<file path="src/rtl/axis_out_shift_db.sv">
// AXI-stream column serializer: buffers whole [COLS][ROWS] transactions and
// emits the kw-selected columns, highest first, one beat per cycle.
`timescale 1ns/1ps

`ifndef ROWS
`define ROWS 4
`endif
`ifndef COLS
`define COLS 8
`endif
`ifndef WORD_WIDTH_ACC
`define WORD_WIDTH_ACC 32
`endif
`ifndef BITS_KW2
`define BITS_KW2 3
`endif

package axis_out_shift_db_pkg;
  typedef struct packed {
    logic [`BITS_KW2-1:0] kw2;
  } tuser_st;
endpackage

module axis_out_shift_db
  import axis_out_shift_db_pkg::*;
#(
  parameter int ROWS       = `ROWS,
  parameter int COLS       = `COLS,
  parameter int WORD_WIDTH = `WORD_WIDTH_ACC,
  parameter int BITS_KW2   = `BITS_KW2,
  parameter int DEPTH      = 2
) (
  input  logic                            aclk,
  input  logic                            areset,
  input  logic                            s_valid,
  output logic                            s_ready,
  input  logic                            s_last,
  input  tuser_st                         s_user,
  input  logic [COLS*ROWS*WORD_WIDTH-1:0] s_data,
  output logic                            m_valid,
  input  logic                            m_ready,
  output logic [ROWS*WORD_WIDTH-1:0]      m_data,
  output tuser_st                         m_user,
  output logic                            m_last
);

  localparam int BW = ROWS * WORD_WIDTH;
  localparam int DW = COLS * BW;
  localparam int CW = (COLS > 1) ? $clog2(COLS) : 1;
  localparam int PW = (DEPTH > 1) ? $clog2(DEPTH) : 1;
  localparam int NW = $clog2(DEPTH + 1);
  localparam int KW = BITS_KW2 + 2;

  logic [DW-1:0] mem_data [DEPTH];
  logic          mem_last [DEPTH];
  tuser_st       mem_user [DEPTH];
  logic [KW-1:0] mem_kw   [DEPTH];

  logic [PW-1:0] rd_ptr;
  logic [PW-1:0] wr_ptr;
  logic [NW-1:0] count;
  logic [CW-1:0] col;

  logic [DW-1:0]   h_data;
  logic            h_last;
  logic [KW-1:0]   h_kw;
  logic [COLS-1:0] emit_mask;
  logic [COLS-1:0] last_mask;
  logic [CW-1:0]   cur_col;
  logic            found;
  logic            lower;
  logic            busy;
  logic            fire;
  logic            retire;
  logic            accept;

  function automatic logic [PW-1:0] ptr_inc(input logic [PW-1:0] p);
    return (p == PW'(DEPTH - 1)) ? '0 : p + 1'b1;
  endfunction

  assign h_data = mem_data[rd_ptr];
  assign h_last = mem_last[rd_ptr];
  assign h_kw   = mem_kw[rd_ptr];

  // Column c+1 is a window end, or a partial trailing window past its centre
  always_comb begin
    int kwi;
    int pos;
    int rem;
    emit_mask = '0;
    last_mask = '0;
    kwi = int'(h_kw);
    for (int c = 0; c < COLS; c++) begin
      pos = c + 1;
      rem = pos % kwi;
      emit_mask[c] = (rem == 0) || (h_last && (rem > kwi / 2));
      last_mask[c] = h_last && (pos == kwi / 2 + 1);
    end
  end

  // Highest emitted column at or below col; skipped columns cost no cycle
  always_comb begin
    found   = 1'b0;
    cur_col = '0;
    lower   = 1'b0;
    for (int c = 0; c < COLS; c++) begin
      if (emit_mask[c] && (CW'(c) <= col)) begin
        found   = 1'b1;
        cur_col = CW'(c);
      end
    end
    for (int c = 0; c < COLS; c++) begin
      if (emit_mask[c] && (CW'(c) < cur_col)) begin
        lower = 1'b1;
      end
    end
  end

  always_comb begin
    busy    = (count != '0);
    m_valid = busy && found;
    fire    = m_valid && m_ready;
    retire  = busy && (!found || (fire && !lower));
    s_ready = !areset && ((count < NW'(DEPTH)) || retire);
    accept  = s_valid && s_ready;
    m_data  = m_valid ? h_data[int'(cur_col)*BW +: BW] : '0;
    m_user  = m_valid ? mem_user[rd_ptr] : '0;
    m_last  = m_valid && last_mask[cur_col];
  end

  always_ff @(posedge aclk) begin
    if (accept) begin
      mem_data[wr_ptr] <= s_data;
      mem_last[wr_ptr] <= s_last;
      mem_user[wr_ptr] <= s_user;
      mem_kw[wr_ptr]   <= KW'({1'b0, s_user.kw2, 1'b1});
    end
  end

  always_ff @(posedge aclk) begin
    if (areset) begin
      rd_ptr <= '0;
      wr_ptr <= '0;
      count  <= '0;
      col    <= CW'(COLS - 1);
    end else begin
      if (accept) begin
        wr_ptr <= ptr_inc(wr_ptr);
      end
      if (retire) begin
        rd_ptr <= ptr_inc(rd_ptr);
        col    <= CW'(COLS - 1);
      end else if (fire) begin
        col <= cur_col - 1'b1;
      end
      unique case (1'b1)
        accept && !retire: count <= count + 1'b1;
        retire && !accept: count <= count - 1'b1;
        default: ;
      endcase
    end
  end

endmodule

</file>
<file path="config.mk">
export PLATFORM = sky130hd
export DESIGN_NAME = axis_out_shift_db
export DESIGN_NICKNAME = d
export VERILOG_FILES = /design/src/rtl/axis_out_shift_db.sv
export SDC_FILE = /design/constraint.sdc
export NUM_CORES = 2
export LEC_CHECK = 0
export CORE_AREA = 3 3 457 459
export DETAILED_ROUTE_END_ITERATION = 8
export DIE_AREA = 0 0 460 462
export SKIP_CTS_REPAIR_TIMING = 1
export SYNTH_ARGS = -nofsm -noshare
export SYNTH_HDL_FRONTEND = slang
export SYNTH_SLANG_ARGS = --single-unit
export TNS_END_PERCENT = 50
</file>
<file path="constraint.sdc">
create_clock -name aclk -period 113.9 [get_ports aclk]
set_input_delay 22.78 -clock aclk [delete_from_list [all_inputs] [get_ports aclk]]
set_output_delay 22.78 -clock aclk [all_outputs]
set_load 0.03 [all_outputs]
</file>
==> run_summary.xml <==
<?xml version="1.0" encoding="UTF-8"?>
<metrics>
  <group name="status">
    <metric name="result_of_the_run" unit="">complete, no violations</metric>
  </group>
  <group name="setup_path">
    <metric name="crit_slowest_cell" unit="">sky130_fd_sc_hd__clkdlybuf4s50_1</metric>
    <metric name="worstSetupPathType" unit="">primary input to output pin</metric>
    <metric name="critical-path-top-delay-family" unit="">buffers and inverters</metric>
    <metric name="crit_chain" unit="">clkdlybuf4s50_1, nand3_1, or4_1, or4_1, a32oi_2, nor2_1, a21oi_1, clkdlybuf4s50_1</metric>
    <metric name="cp.buffers_inverters" unit="">2</metric>
    <metric name="cp-end-kind" unit="">output pin</metric>
    <metric name="worst-endpoint-required" unit="ps">91120</metric>
    <metric name="setup_crit_start_kind" unit="">primary input</metric>
    <metric name="critical_path.max_fanout" unit="">6</metric>
    <metric name="slowest_delay" unit="ps">700</metric>
    <metric name="crit_arrival" unit="ps">25700</metric>
  </group>
  <group name="yosys">
    <metric name="yosysWarningCount" unit="">0</metric>
    <metric name="synth-simple-area-share" unit="">0.0243</metric>
    <metric name="synth_area" unit="sq um">83800</metric>
    <metric name="synthArstFlopShare" unit="">0</metric>
    <metric name="synth_area_per_cell" unit="sq um">18.6</metric>
    <metric name="yosys.area.top_type" unit="">sky130_fd_sc_hd__edfxtp_1</metric>
    <metric name="synth.top_cell.area_share" unit="">0.737</metric>
    <metric name="post_synth_num_cell_types" unit="">96</metric>
    <metric name="post_synthesis_xor_xnor_area_fraction" unit="">0.000836</metric>
    <metric name="synth_enable_flop_cells" unit="">2056</metric>
    <metric name="ys.flop_type" unit="">sky130_fd_sc_hd__edfxtp_1</metric>
    <metric name="synth.mux.area_fraction" unit="">0.136</metric>
    <metric name="synth_adder_area_share" unit="">0.00612</metric>
    <metric name="syn_inst" unit="">4494</metric>
    <metric name="synth-seq-cells" unit="">2064</metric>
    <metric name="mappedNetlistNets" unit="">5567</metric>
    <metric name="synth_area_leaders" unit="">sky130_fd_sc_hd__edfxtp_1, sky130_fd_sc_hd__mux4_2, sky130_fd_sc_hd__mux2i_1</metric>
    <metric name="seq_area_frac_synth" unit="">0.739</metric>
    <metric name="synth_compound_gate_area_share" unit="">0.0771</metric>
    <metric name="largest_family_of_logic_cells_by_synthesized_area" unit="">multiplexers</metric>
  </group>
  <group name="power">
    <metric name="power.total" unit="W">0.00300</metric>
    <metric name="ir_worst_vdd" unit="uV">59.2</metric>
    <metric name="cell_area_power_density" unit="nW/um^2">28.4</metric>
    <metric name="power.leakage" unit="nW">32.9</metric>
  </group>
  <group name="timing">
    <metric name="finalSetupViolations" unit="">0</metric>
    <metric name="grt_setup_unrepaired" unit="">false</metric>
    <metric name="period_share" unit="">0.426</metric>
    <metric name="finalClockSkew" unit="ps">51.4</metric>
    <metric name="fin_tns_setup" unit="ps">0</metric>
    <metric name="final_hold_viol_count" unit="">0</metric>
    <metric name="worst_pin_slew" unit="ps">1400</metric>
    <metric name="relSlewSlack" unit="">0.0688</metric>
    <metric name="fmax" unit="MHz">20.6</metric>
    <metric name="timing.final.max_slew_violations" unit="">0</metric>
    <metric name="layout_min_cycle_time" unit="ps">48480</metric>
    <metric name="worst_hold_slack" unit="ps">574</metric>
  </group>
  <group name="place">
    <metric name="port-buffer-count" unit="">1165</metric>
    <metric name="detailed_place_hpwl" unit="um">176000</metric>
    <metric name="gp_congestion" unit="">0.854</metric>
  </group>
  <group name="global_route">
    <metric name="antenna_violations_before_repair" unit="">211</metric>
    <metric name="grt_max_degree" unit="">162</metric>
    <metric name="gr-total-overflow" unit="">0</metric>
    <metric name="grt_pass1_vias" unit="">50205</metric>
    <metric name="global_route_wire_length_before_repair" unit="um">365000</metric>
    <metric name="grtUsageTotal" unit="">0.239</metric>
  </group>
  <group name="clock_network">
    <metric name="cts-root-buf" unit="">sky130_fd_sc_hd__clkbuf_16</metric>
    <metric name="cts-buffers-inserted" unit="">215</metric>
    <metric name="cts.clk_slew.worst_paths" unit="ps">60</metric>
    <metric name="h_tree_lvls" unit="">4</metric>
    <metric name="cts.path.max_buffers" unit="">3</metric>
    <metric name="numClockSinks" unit="">2064</metric>
    <metric name="clk-insertion-delay-late" unit="ps">860</metric>
    <metric name="cts_tree" unit="">yes</metric>
  </group>
  <group name="route">
    <metric name="wl_per_cell" unit="um">30.4</metric>
    <metric name="ant_nets" unit="">0</metric>
    <metric name="first_iter_violations" unit="">5256</metric>
    <metric name="firstDrtPassIters" unit="">6</metric>
    <metric name="drc" unit="">0</metric>
    <metric name="overall_routed_net_length" unit="um">262000</metric>
    <metric name="via_per_inst" unit="">5.79</metric>
    <metric name="via_count" unit="">49869</metric>
  </group>
  <group name="worst_hold_path">
    <metric name="hold_class" unit="">flip-flop to flip-flop</metric>
  </group>
  <group name="die">
    <metric name="std_cell_rows" unit="">166</metric>
    <metric name="die_area" unit="sq um">213000</metric>
    <metric name="floorplan.die.height" unit="um">462</metric>
    <metric name="core_region_area" unit="sq um">205000</metric>
    <metric name="floorplan.initialDensity" unit="">0.409</metric>
    <metric name="boundaryPins" unit="">1166</metric>
    <metric name="dieWidth" unit="um">460</metric>
  </group>
  <group name="layout">
    <metric name="post_route_cells_drive_above_1_share" unit="">0.138</metric>
    <metric name="nFillCells" unit="">16602</metric>
    <metric name="nNetsFinal" unit="">6717</metric>
    <metric name="syn_to_final_growth" unit="%">25.8</metric>
  </group>
  <group name="flow_run">
    <metric name="maxCapViolCount" unit="">0</metric>
  </group>
</metrics>
-- cell usage after synthesis (all sizes together), types with 4 or more instances --
master,count
a211oi,11
nand2b,10
ha,41
o211ai,7
mux2,6
nor2,297
o31ai,7
and2,10
a2111oi,7
a211o,4
nor2b,8
mux4,383
o41ai,4
edfxtp,2056
a31oi,12
a21o,5
o21a,6
a21oi,155
or3,5
inv,25
nor3,19
nand3,15
dfxtp,8
nand2,41
o2111ai,4
clkbuf,210
a22oi,131
a221oi,128
o221ai,128
nor3b,5
xnor2,6
buf,96
and3,7
or2,7
nand3b,5
mux2i,264
nand4,4
nor4,10
o21ai,287
-- through the flow --
stage	cell area, sq um	worst slack, ps	cells	util
final	105000	65420	8617	0.515
after global routing	105000	65290	8571	0.514
after CTS	105000	65440	8516	0.514
after detailed placement	98300	65460	8115	0.480
after global placement	98300	65400	8115	0.480
after floorplan	83800	12140	4494	-
-- state kept, by name, summed over array words and instances, names as in the netlist, named ones only --
signal and flops:
count 2, col 3, rd_ptr 1, mem_data 2048, wr_ptr 1, mem_kw 6
mem_last 2
-- power breakdown --
group | total [W] | switching (W) | internal, W
combinational | 0.00142 | 0.000887 | 0.000533
clock | 0.000684 | 0.000294 | 0.000390
sequential | 0.000894 | 0.0000139 | 0.000881
-- worst paths after layout --
kind                   from          endpoint  slack, ps  cells after the start
setup / recovery    m_ready           s_ready      65420                      8
hold / removal     count[1]          count[1]        570                      2
setup reg to reg  flip-flop  mem_data[1][183]      99370                     37
hold reg to reg    count[1]          count[1]        570                      2
-- area by class of cell --
| cell class | count | area, sq um | area share |
|---|---|---|---|
| timing repair buffer | 1239 | 12400 | 0.118 |
| clock inverter | 130 | 1240 | 0.0117 |
| sequential | 2064 | 61900 | 0.587 |
| multi-input combinational | 2099 | 20500 | 0.195 |
| inverter | 25 | 109 | 0.00103 |
| tap | 2688 | 3360 | 0.0319 |
| clock buffer | 271 | 5650 | 0.0536 |
| antenna | 101 | 253 | 0.00240 |
-- cells in the final DEF (no fill, tap or decap), types with 56 or more instances in the layout --
cell | synthesis | final
sky130_fd_sc_hd__edfxtp_1 | 2056 | 2056
sky130_fd_sc_hd__clkdlybuf4s50_1 | 0 | 1165
sky130_fd_sc_hd__mux4_2 | 383 | 383
sky130_fd_sc_hd__nor2_1 | 297 | 297
sky130_fd_sc_hd__mux2i_1 | 263 | 262
sky130_fd_sc_hd__clkbuf_16 | 0 | 218
sky130_fd_sc_hd__o21ai_0 | 161 | 161
sky130_fd_sc_hd__a21oi_1 | 155 | 155
sky130_fd_sc_hd__a22oi_1 | 131 | 131
sky130_fd_sc_hd__a221oi_1 | 128 | 128
sky130_fd_sc_hd__o221ai_1 | 128 | 128
sky130_fd_sc_hd__o21ai_1 | 125 | 125
sky130_fd_sc_hd__diode_2 | 0 | 101
sky130_fd_sc_hd__buf_4 | 2 | 60
sky130_fd_sc_hd__clkinv_1 | 0 | 56
-- tightest hold or removal path, delay by kind of cell, from the launching register on --
family,cells,cell delay [ps]
AO/OA/AOI/OAI,2,180
flip-flops,1,350
-- cells by family (layout without fill, tap and decap cells) --
family | Yosys count | in the layout
buffers and inverters | 331 | 1665
other | 0 | 101
adders and majority gates | 41 | 41
DFF | 2064 | 2064
and+or+nand+nor | 454 | 454
muxes | 653 | 653
xor gates and xnor gates | 8 | 8
AOI/OAI and AO/OA | 943 | 943
-- metal layers --
layer | vias to the layer above | wire, um | track usage
li1 | 21276 | - | -
met1 | 25899 | 99900 | 0.299
met2 | 2003 | 128000 | 0.386
met3 | 547 | 24700 | 0.0820
met4 | 144 | 7910 | 0.0871
met5 | - | 914 | 0
No activity file was read; power rests on OpenSTA's default activity.
